$ cat src/rtl/pipelined_add_sub_pkg.sv
// Shared encodings for the pipelined adder/subtractor and the ALU result mux that consumes its flags.
// Also holds the offset helpers for the packed stage-boundary registers.
package pipelined_add_sub_pkg;

  localparam logic MODE_ADD = 1'b0;
  localparam logic MODE_SUB = 1'b1;

  localparam int FLAG_ZERO  = 0;
  localparam int FLAG_CARRY = 1;
  localparam int FLAG_OVF   = 2;
  localparam int FLAG_W     = 3;

  typedef struct packed {
    logic overflow;
    logic carryout;
    logic zero;
  } flags_t;

  // Boundary j (after stage j) keeps (stages-1-j) unprocessed operand chunks;
  // all boundaries are packed back to back into one vector.
  function automatic int rem_off(input int j, input int stages, input int chunk);
    return chunk * (j * (stages - 1) - (j * (j - 1)) / 2);
  endfunction

  // Boundary j keeps the (j+1) finished low sum chunks.
  function automatic int done_off(input int j, input int chunk);
    return chunk * ((j * (j + 1)) / 2);
  endfunction

  function automatic int tri_bits(input int stages, input int chunk);
    return (stages > 1) ? chunk * (((stages - 1) * stages) / 2) : 1;
  endfunction

endpackage

$ cat src/rtl/pipelined_add_sub_chunk.sv
// Combinational CHUNK-bit ripple adder made of 1-bit full-adder cells.
// c_msb_in_o is the carry into the top bit, used for signed overflow.
module fa_cell (
  input  logic a_i,
  input  logic b_i,
  input  logic c_i,
  output logic s_o,
  output logic c_o
);
  assign s_o = a_i ^ b_i ^ c_i;
  assign c_o = (a_i & b_i) | (c_i & (a_i ^ b_i));
endmodule

module add_chunk #(
  parameter int CHUNK = 8
) (
  input  logic [CHUNK-1:0] a_i,
  input  logic [CHUNK-1:0] b_i,
  input  logic             cin_i,
  output logic [CHUNK-1:0] s_o,
  output logic             cout_o,
  output logic             c_msb_in_o
);
  logic [CHUNK:0] c;

  assign c[0] = cin_i;

  for (genvar i = 0; i < CHUNK; i++) begin : g_bit
    fa_cell u_fa (
      .a_i(a_i[i]),
      .b_i(b_i[i]),
      .c_i(c[i]),
      .s_o(s_o[i]),
      .c_o(c[i+1])
    );
  end

  assign cout_o     = c[CHUNK];
  assign c_msb_in_o = c[CHUNK-1];
endmodule

$ cat src/rtl/pipelined_add_sub.sv
// WIDTH-bit add/subtract with the carry chain split into STAGES registered segments.
// Operands are skewed through the pipe: each stage consumes its chunk and passes the rest along.
module pipelined_add_sub
  import pipelined_add_sub_pkg::*;
#(
  parameter int WIDTH  = 32,
  parameter int STAGES = 4
) (
  input  logic             clk,
  input  logic             reset,
  input  logic             in_valid,
  output logic             in_ready,
  input  logic [WIDTH-1:0] a,
  input  logic [WIDTH-1:0] b,
  input  logic             sub,
  output logic             out_valid,
  input  logic             out_ready,
  output logic [WIDTH-1:0] sum,
  output logic             carryout,
  output logic             overflow,
  output logic             zero
);
  localparam int CHUNK = WIDTH / STAGES;
  localparam int TRI   = tri_bits(STAGES, CHUNK);
  localparam int NB    = (STAGES > 1) ? STAGES - 1 : 1;

  // Handshake: a beat is accepted when in_valid && in_ready and a result is consumed when
  // out_valid && out_ready; the whole pipe advances together whenever the output slot is free
  // or being drained, so in_ready is that same advance enable.
  logic adv;

  logic [NB-1:0]    valid_q;
  logic [NB-1:0]    carry_q;
  logic [TRI-1:0]   a_rem_q;
  logic [TRI-1:0]   b_rem_q;
  logic [TRI-1:0]   done_q;

  logic             out_valid_q;
  logic [WIDTH-1:0] sum_q;
  flags_t           flags_q;

  assign adv      = !out_valid_q || out_ready;
  assign in_ready = adv;

  for (genvar k = 0; k < STAGES; k++) begin : g_stage
    localparam int RW = (STAGES - k) * CHUNK;

    logic [RW-1:0]          a_in;
    logic [RW-1:0]          b_in;
    logic                   c_in;
    logic                   v_in;
    logic [CHUNK-1:0]       s;
    logic                   cout;
    logic                   cmsb;
    logic [(k+1)*CHUNK-1:0] acc;

    if (k == 0) begin : g_first
      assign a_in = a;
      assign b_in = (sub == MODE_SUB) ? ~b : b;
      assign c_in = sub;
      assign v_in = in_valid;
      assign acc  = s;
    end else begin : g_next
      localparam int IN_ROFF = rem_off(k - 1, STAGES, CHUNK);
      localparam int IN_DOFF = done_off(k - 1, CHUNK);
      assign a_in = a_rem_q[IN_ROFF +: RW];
      assign b_in = b_rem_q[IN_ROFF +: RW];
      assign c_in = carry_q[k-1];
      assign v_in = valid_q[k-1];
      assign acc  = {s, done_q[IN_DOFF +: k*CHUNK]};
    end

    add_chunk #(.CHUNK(CHUNK)) u_chunk (
      .a_i       (a_in[CHUNK-1:0]),
      .b_i       (b_in[CHUNK-1:0]),
      .cin_i     (c_in),
      .s_o       (s),
      .cout_o    (cout),
      .c_msb_in_o(cmsb)
    );

    if (k < STAGES - 1) begin : g_reg
      localparam int OUT_ROFF = rem_off(k, STAGES, CHUNK);
      localparam int OUT_DOFF = done_off(k, CHUNK);
      logic cmsb_unused;
      assign cmsb_unused = cmsb;

      // Data registers need no reset: they are only observed behind a set valid bit.
      always_ff @(posedge clk) begin
        if (reset) begin
          valid_q[k] <= 1'b0;
        end else if (adv) begin
          valid_q[k] <= v_in;
        end
        if (adv) begin
          a_rem_q[OUT_ROFF +: RW-CHUNK]    <= a_in[RW-1:CHUNK];
          b_rem_q[OUT_ROFF +: RW-CHUNK]    <= b_in[RW-1:CHUNK];
          carry_q[k]                       <= cout;
          done_q[OUT_DOFF +: (k+1)*CHUNK]  <= acc;
        end
      end
    end else begin : g_last
      always_ff @(posedge clk) begin
        if (reset) begin
          out_valid_q <= 1'b0;
          sum_q       <= '0;
          flags_q     <= '0;
        end else if (adv) begin
          out_valid_q <= v_in;
          if (v_in) begin
            sum_q            <= acc;
            flags_q.carryout <= cout;
            flags_q.overflow <= cout ^ cmsb;
            flags_q.zero     <= (acc == '0);
          end
        end
      end
    end
  end

  assign out_valid = out_valid_q;
  assign sum       = sum_q;
  assign carryout  = flags_q.carryout;
  assign overflow  = flags_q.overflow;
  assign zero      = flags_q.zero;
endmodule

$ cat config.mk
export PLATFORM = sky130hd
export DESIGN_NAME = pipelined_add_sub
export DESIGN_NICKNAME = d
export VERILOG_FILES = /design/src/rtl/pipelined_add_sub_pkg.sv /design/src/rtl/pipelined_add_sub_chunk.sv /design/src/rtl/pipelined_add_sub.sv
export SDC_FILE = /design/constraint.sdc
export NUM_CORES = 1
export LEC_CHECK = 0
export CELL_PAD_IN_SITES_DETAIL_PLACEMENT = 0
export CELL_PAD_IN_SITES_GLOBAL_PLACEMENT = 1
export CORE_AREA = 2 2 119 121
export DETAILED_ROUTE_END_ITERATION = 8
export DIE_AREA = 0 0 121 123
export DONT_BUFFER_PORTS = 1
export GPL_ROUTABILITY_DRIVEN = 0
export GPL_TIMING_DRIVEN = 0
export PLACE_DENSITY_LB_ADDON = 0.1
export SLEW_MARGIN = 20
export SYNTH_ARGS = -nofsm -noshare
export SYNTH_HDL_FRONTEND = slang
export SYNTH_SLANG_ARGS = --single-unit
$ cat constraint.sdc
create_clock -name clk -period 5.2 [get_ports clk]
set_clock_uncertainty 0.2 [all_clocks]
set_input_delay 0.52 -clock clk [delete_from_list [all_inputs] [get_ports clk]]
set_output_delay 0.52 -clock clk [all_outputs]
set_load 0.01 [all_outputs]
==> run metrics, run 1 <==
Multi-input gate area 1500 um2; max-slew violation count 0; Yosys reg bits 186; DRT iter0 DRCs 230; number of global-route vias before repair 3286; ANT cells 0; most frequent cell after synthesis edfxtp_1; CP Launch Type register; Vias/cell 4.87; clock-pin slew on the worst setup and hold paths 0.06 ns; PortBufs 0; worst hold-check path type primary input to register; Post-DP HPWL 7.30 mm; Core ar. 13600 um2; Critical Path AT 5.05 ns; DP Cell Count 613; DRT antenna net count 0; Async SR Flop Fraction 0%; top cell type's share of synthesized area 63.9%; Sequential Area 5190 um2; CTS tree yes; RSZ-0062 raised after global routing no; Chip Height 123 um; CTS Buf Count 17; CTS root buf clkbuf_16; Die ar. 14900 um2; Synth area leaders edfxtp_1 (64%), dfxtp_1 (11%), fa_1 (9.0%); Post CTS Setup Buffer Count 0; DRT Wirelength 10.6 mm; Post-synth top cells edfxtp_1 (147), nand2_1 (64), inv_1 (41); Cell Chain, Critical Path fa_1 > fa_1 > fa_1 > fa_1 > inv_1 > fa_1 > inv_1 > fa_1 > fa_1 > nor4_2 > nand4_1 > or4_1 > o21ai_1; first-pass GRT wire length 16.8 mm; Area after DPL 7180 um2; minimum clock period 4.90 ns; Die X-Extent 121 um; critical path class register to register; DRC 0; dominant cell type by area after synthesis edfxtp_1; power density cells 427 nW/um2; Layout area overhead 16.3%; Total GRT Usage 15.5%; clk buf depth 2; filler instances 1085; Syn Area/Cell 16.0 um2; Finished Cell Area 8040 um2; WL per Instance 15.9 um; status finished, final reports clean; I/O pins 106; sequential-to-total area share from yosys stat 75.1%; largest net degree at the start of global routing 80; setup violators final 0; initial antenna violation count 0; Max Cap Viol 0; fmax 204 MHz; hold wc startpoint in_valid; Min Hold Slack 0.0632 ns; number of flops mapped to enable cells by yosys 147; Worst Path Buf+Inv 2; r2r startpoint g_stage[3].c_in; via count 3256; Slowest-stage cell, CP fa_1; Post-Syn Nets 532; Initial Util 50.8%; Final Hold Viols 0; non-filler instance count after layout 669; Nets 576; VDD IR max 0.213 mV; Worst path max stage delay 0.52 ns; Critical Path RT 5.35 ns; CTS sink count 186; H-tree levels 4; Final Cycle Share 94.1%; Skew-Pair Late Insertion Delay 0.41 ns; worst-margin pin slew 0.606 ns; Top Family by Delay on Critical Path adder cells; Distinct cells, synth 23; share of cells above drive strength 1 8.38%; Mapped Cells 432; cell area after synthesis 6910 um2; ys flop type edfxtp_1; Lkg Pwr 3.04 nW; critical path fanouts, max 2; CP startpoint g_stage[3].c_in; Ys Warns 0; row count 43; Most common cell on crit path fa_1; CP Capture Type register; relative slew slack 59.6%; gr ovfl total 0; DR pass1 iterations 4
==> cells by family after synthesis <==
family	after synthesis	share of synthesized area, %
multiplexers	3	0.434
flip-flops	186	75.1
adder cells (fa/ha/maj)	31	8.98
AND/OR/NAND/NOR	85	5.27
buffers and inverters	57	3.24
AO/OA/AOI/OAI	37	2.75
XOR/XNOR	33	4.18
==> worst register-to-register path, cell delays in order, from the launching register on <==
cell and delay, ns:
edfxtp_1 0.40, fa_1 0.46, fa_1 0.46, fa_1 0.46, fa_1 0.43, inv_1 0.09
fa_1 0.22, inv_1 0.07, fa_1 0.44, fa_1 0.52, nor4_2 0.33, nand4_1 0.14
or4_1 0.48, o21ai_1 0.14
==> placed cells by master, fill, tap and decap left out, types with 2 or more instances in the layout <==
cell type / n
a211oi_1: 2
a21oi_1: 34
buf_2: 7
clkbuf_1: 8
clkbuf_16: 22
clkbuf_4: 4
clkinv_2: 4
dfxtp_1: 39
dlygate4sd3_1: 24
edfxtp_1: 147
fa_1: 31
inv_1: 41
mux2i_1: 3
nand2_1: 64
nand2b_1: 2
nand4_1: 2
nor2_1: 6
nor4_1: 4
or4_1: 2
xnor2_1: 7
xor2_1: 26
==> state kept, by name, summed over array words and instances, names as in the netlist <==
signal        count
g_stage.b_in     48
out_valid         1
zero              1
g_stage.c_in      3
sum              32
g_stage.v_in      3
overflow          1
done_q           48
carryout          1
g_stage.a_in     48
==> worst paths after layout <==
check	slack, ns	cells past startpoint	end
hold reg to reg	0.22	0	g_stage[3].b_in[4]
hold / removal	0.06	2	g_stage[1].v_in
setup / recovery	0.30	13	zero
setup reg to reg	0.30	13	zero
==> report_power, final <==
part           internal, W  switching, W  leakage (nW)
Sequential         0.00184     0.0000819          1.87
Combinational     0.000104      0.000124         0.857
Clock             0.000787      0.000497         0.314
==> area by class of cell <==
type | count | share of cell area, %
multi-input combinational | 189 | 18.7
buffer | 16 | 0.996
inverter | 41 | 1.91
clock buffer | 28 | 7.44
clock inverter | 4 | 0.249
sequential | 186 | 64.6
timing repair buffer | 25 | 3.33
tap | 180 | 2.80
==> timing repair <==
action                     4_1_cts  5_1_grt
setup endpoints to repair        1        0
hold buffers                    24        0
resized for setup                1        0
hold endpoints to repair        24        0
==> routing by layer <==
| layer | track usage (%) | vias to the layer above | wire length (um) |
|---|---|---|---|
| li1 | - | 1557 | - |
| met1 | 19.4 | 1578 | 4430 |
| met2 | 24.1 | 99 | 5160 |
| met3 | 5.35 | 22 | 738 |
| met4 | 8.28 | 0 | 306 |
| met5 | 0 | - | 0 |
==> through the flow <==
step | setup TNS, ns | worst slack (ns) | util, % | power, W
2_1_floorplan | 0 | 0.793 | - | 0.00208
4_1_cts | 0 | 0.181 | 59.1 | 0.00348
6_report | 0 | 0.305 | 59.1 | 0.00344
3_5_place_dp | -0.0301 | -0.0301 | 52.7 | 0.00217
3_3_place_gp | -0.0610 | -0.0610 | 52.4 | 0.00216
5_1_grt | 0 | 0.0375 | 59.1 | 0.00360
No activity file was read; power rests on OpenSTA's default activity.
==> inputs of run 2 (changes only) <==
--- a/config.mk
+++ b/config.mk
@@ -5,11 +5,12 @@
 export SDC_FILE = /design/constraint.sdc
 export NUM_CORES = 1
 export LEC_CHECK = 0
+export ABC_AREA = 1
 export CELL_PAD_IN_SITES_DETAIL_PLACEMENT = 0
 export CELL_PAD_IN_SITES_GLOBAL_PLACEMENT = 1
-export CORE_AREA = 2 2 119 121
+export CORE_AREA = 2 2 120 122
 export DETAILED_ROUTE_END_ITERATION = 8
-export DIE_AREA = 0 0 121 123
+export DIE_AREA = 0 0 122 124
 export DONT_BUFFER_PORTS = 1
 export GPL_ROUTABILITY_DRIVEN = 0
 export GPL_TIMING_DRIVEN = 0
==> run 2 against run 1 <==
  * Critical endpoint unchanged
  * Synthesized cell count increased by 4.9%
  * Sequential cell count unchanged
  * Largest power group unchanged
  * Fmax grew 5.7%
  * Register-to-register slack improved by 0.27 ns
  * Critical path type unchanged
  * Global-route usage decreased by 1.1 points
  * Final area increased by 0.25%
  * Worst hold slack improved by 0.0026 ns
  * Power decreased by 1.1%
  * Clock power decreased by 5%
  * Cell count grew 3.0%
==> run metrics, run 2 <==
status finished, final reports clean (unchanged); Distinct cells, synth 22 (was 23); Async SR Flop Fraction 0% (unchanged); PortBufs 0 (unchanged); Syn Area/Cell 15.5 um2 (was 16.0 um2); clock-pin slew on the worst setup and hold paths 0.06 ns (about the same); critical path fanouts, max 3 (was 2); Post-synth top cells edfxtp_1 (147), nand2_1 (69), inv_1 (44) (was edfxtp_1 (147), nand2_1 (64), inv_1 (41)); critical path class register to register (unchanged); DRT Wirelength 10.2 mm (was 10.6 mm); Chip Height 124 um (was 123 um); CP Capture Type register (unchanged); Setup Total Neg Slack 0 ns (unchanged); Total GRT Usage 14.4% (was 15.5%); Most common cell on crit path fa_1 (unchanged); ys flop type edfxtp_1 (unchanged); CP Launch Type register (unchanged); ANT cells 0 (unchanged); Yosys reg bits 186 (unchanged); Post-Syn Nets 553 (was 532); Initial Util 51.0% (was 50.8%); Ys Warns 0 (unchanged); DRT iter0 DRCs 234 (was 230); Cell Chain, Critical Path fa_1 > fa_1 > fa_1 > fa_1 > inv_1 > fa_1 > inv_1 > fa_1 > fa_1 > inv_1 > fa_1 > nand3_1 > nor2_1 > nand2_1 > nor2_1 > nor2_1 > nor2_1 (was fa_1 > fa_1 > fa_1 > fa_1 > inv_1 > fa_1 > inv_1 > fa_1 > fa_1 > nor4_2 > nand4_1 > or4_1 > o21ai_1); Worst Path Buf+Inv 3 (was 2); Critical Path RT 5.29 ns (was 5.35 ns); Skew-Pair Late Insertion Delay 0.41 ns (about the same); worst hold-check path type primary input to register (unchanged); worst-margin pin slew 0.543 ns (was 0.606 ns); Die ar. 15100 um2 (was 14900 um2); H-tree levels 4 (unchanged); most common cell after layout, fill and taps aside edfxtp_1 (unchanged); Worst path max stage delay 0.47 ns (was 0.52 ns); max-slew violation count 0 (unchanged); commonest cells after routing, fill and taps aside edfxtp_1 (147), nand2_1 (69), inv_1 (44) (was edfxtp_1 (147), nand2_1 (64), inv_1 (41)); cts repair resizes 0 (was 1); setup violators final 0 (unchanged); CTS tree yes (unchanged); Layout area overhead 15.1% (was 16.3%); DRC 0 (unchanged); sequential-to-total area share from yosys stat 74.2% (was 75.1%); row count 43 (unchanged); power density cells 421 nW/um2 (was 427 nW/um2); Critical Path AT 4.72 ns (was 5.05 ns); Lkg Pwr 3.06 nW (was 3.04 nW); first-pass GRT wire length 15.9 mm (was 16.8 mm); CTS Buf Count 17 (unchanged); clk buf depth 2 (unchanged); WL per Instance 14.8 um (was 15.9 um); number of global-route vias before repair 3233 (was 3286); largest net degree at the start of global routing 89 (was 80); DR pass1 iterations 4 (unchanged); fmax 216 MHz (was 204 MHz); gr ovfl total 0 (unchanged); via count 3280 (was 3256); DRT antenna net count 0 (unchanged); top cell type's share of synthesized area 63.0% (was 63.9%); Core ar. 13700 um2 (was 13600 um2); CTS root buf clkbuf_16 (unchanged); Vias/cell 4.76 (was 4.87); Hold Buf Count CTS 24 (unchanged); VDD IR max 0.260 mV (was 0.213 mV); number of flops mapped to enable cells by yosys 147 (unchanged); Top Family by Delay on Critical Path adder cells (unchanged); total power 0.00340 W (was 0.00344 W); Nets 597 (was 576); Post CTS Setup Buffer Count 0 (unchanged); Final Cycle Share 89.0% (was 94.1%); dominant cell type by area after synthesis edfxtp_1 (unchanged); I/O pins 106 (unchanged); Final Hold Viols 0 (unchanged); RSZ-0062 raised after global routing no (unchanged); share of cells above drive strength 1 9.04% (was 8.38%); Die X-Extent 122 um (was 121 um); initial antenna violation count 0 (unchanged); relative slew slack 63.8% (was 59.6%); most frequent cell after synthesis edfxtp_1 (unchanged); minimum clock period 4.63 ns (was 4.90 ns); Mapped Cells 453 (was 432); Synth area leaders edfxtp_1 (63%), dfxtp_1 (11%), fa_1 (8.9%) (was edfxtp_1 (64%), dfxtp_1 (11%), fa_1 (9.0%)); Max Cap Viol 0 (unchanged); Post-DP HPWL 6.80 mm (was 7.30 mm); cell area after synthesis 7000 um2 (was 6910 um2); CTS sink count 186 (unchanged); Slowest-stage cell, CP fa_1 (unchanged)
==> run 2: cell count changes after synthesis, sizes merged, moves of 4 or more <==
cell / before / now
nor2: 6 / 30
nand2: 64 / 71
clkbuf: 7 / 2
inv: 41 / 46
nor4: 5 / 0
buf: 9 / 13
==> run 2: cell families (layout without fill, tap and decap cells) <==
logic type	Yosys count	after routing	synth area share (%)
AOI/OAI and AO/OA	37	37	2.97
adders and majority gates	31	31	8.86
xor gates and xnor gates	32	32	4.00
muxes	1	1	0.143
DFF	186	186	74.2
buffers and inverters	61	117	3.90
and+or+nand+nor	105	105	5.93
==> run 2: per-layer routing <==
metal	track usage, %	up-vias	wire [um]
li1	-	1599	-
met1	17.7	1582	4160
met2	22.4	90	4980
met3	6.73	9	924
met4	5.60	0	117
met5	0	-	0
==> run 2: layout make-up <==
class / count / area, um2
Buffer: 15 / 100
Sequential cell: 186 / 5190
Multi-Input combinational cell: 206 / 1540
Clock inverter: 12 / 124
Inverter: 46 / 173
Clock buffer: 19 / 433
Tap cell: 180 / 225
Timing Repair Buffer: 25 / 268
Fill cell: 1106 / 5660
==> run 2: final timing paths <==
kind              startpoint         endpoint  slack, ns  cells after the start
max          g_stage[3].c_in             zero       0.57                     17
min reg2reg       done_q[22]       done_q[38]       0.21                      0
max reg2reg  g_stage[3].c_in             zero       0.57                     17
min                 in_valid  g_stage[1].v_in       0.07                      2
==> run 2: power breakdown <==
| part | internal, W | total (W) | switching [W] |
|---|---|---|---|
| Clock | 0.000703 | 0.00122 | 0.000514 |
| Sequential | 0.00185 | 0.00194 | 0.0000836 |
| Combinational | 0.000109 | 0.000243 | 0.000134 |
==> run 2: worst reg2reg max path, delay by kind of cell (launching register included) <==
kind | cells | cell delay (ns)
flops | 1 | 0.40
simple gates | 6 | 0.36
buf+inv | 3 | 0.25
fa+ha+maj | 8 | 3.30
==> run 2: per-stage QoR <==
stage          cell area (um2)  instances  util (%)  hold slack [ns]  setup slack, ns
3_3_place_gp              7230        633      52.7            0.201            0.559
4_1_cts                   8060        689      58.8           0.0483            0.514
3_5_place_dp              7260        634      52.9            0.205            0.542
6_report                  8060        689      58.8           0.0658            0.570
5_1_grt                   8060        689      58.8           0.0528            0.276
2_1_floorplan             7000        453         -            0.200            0.751
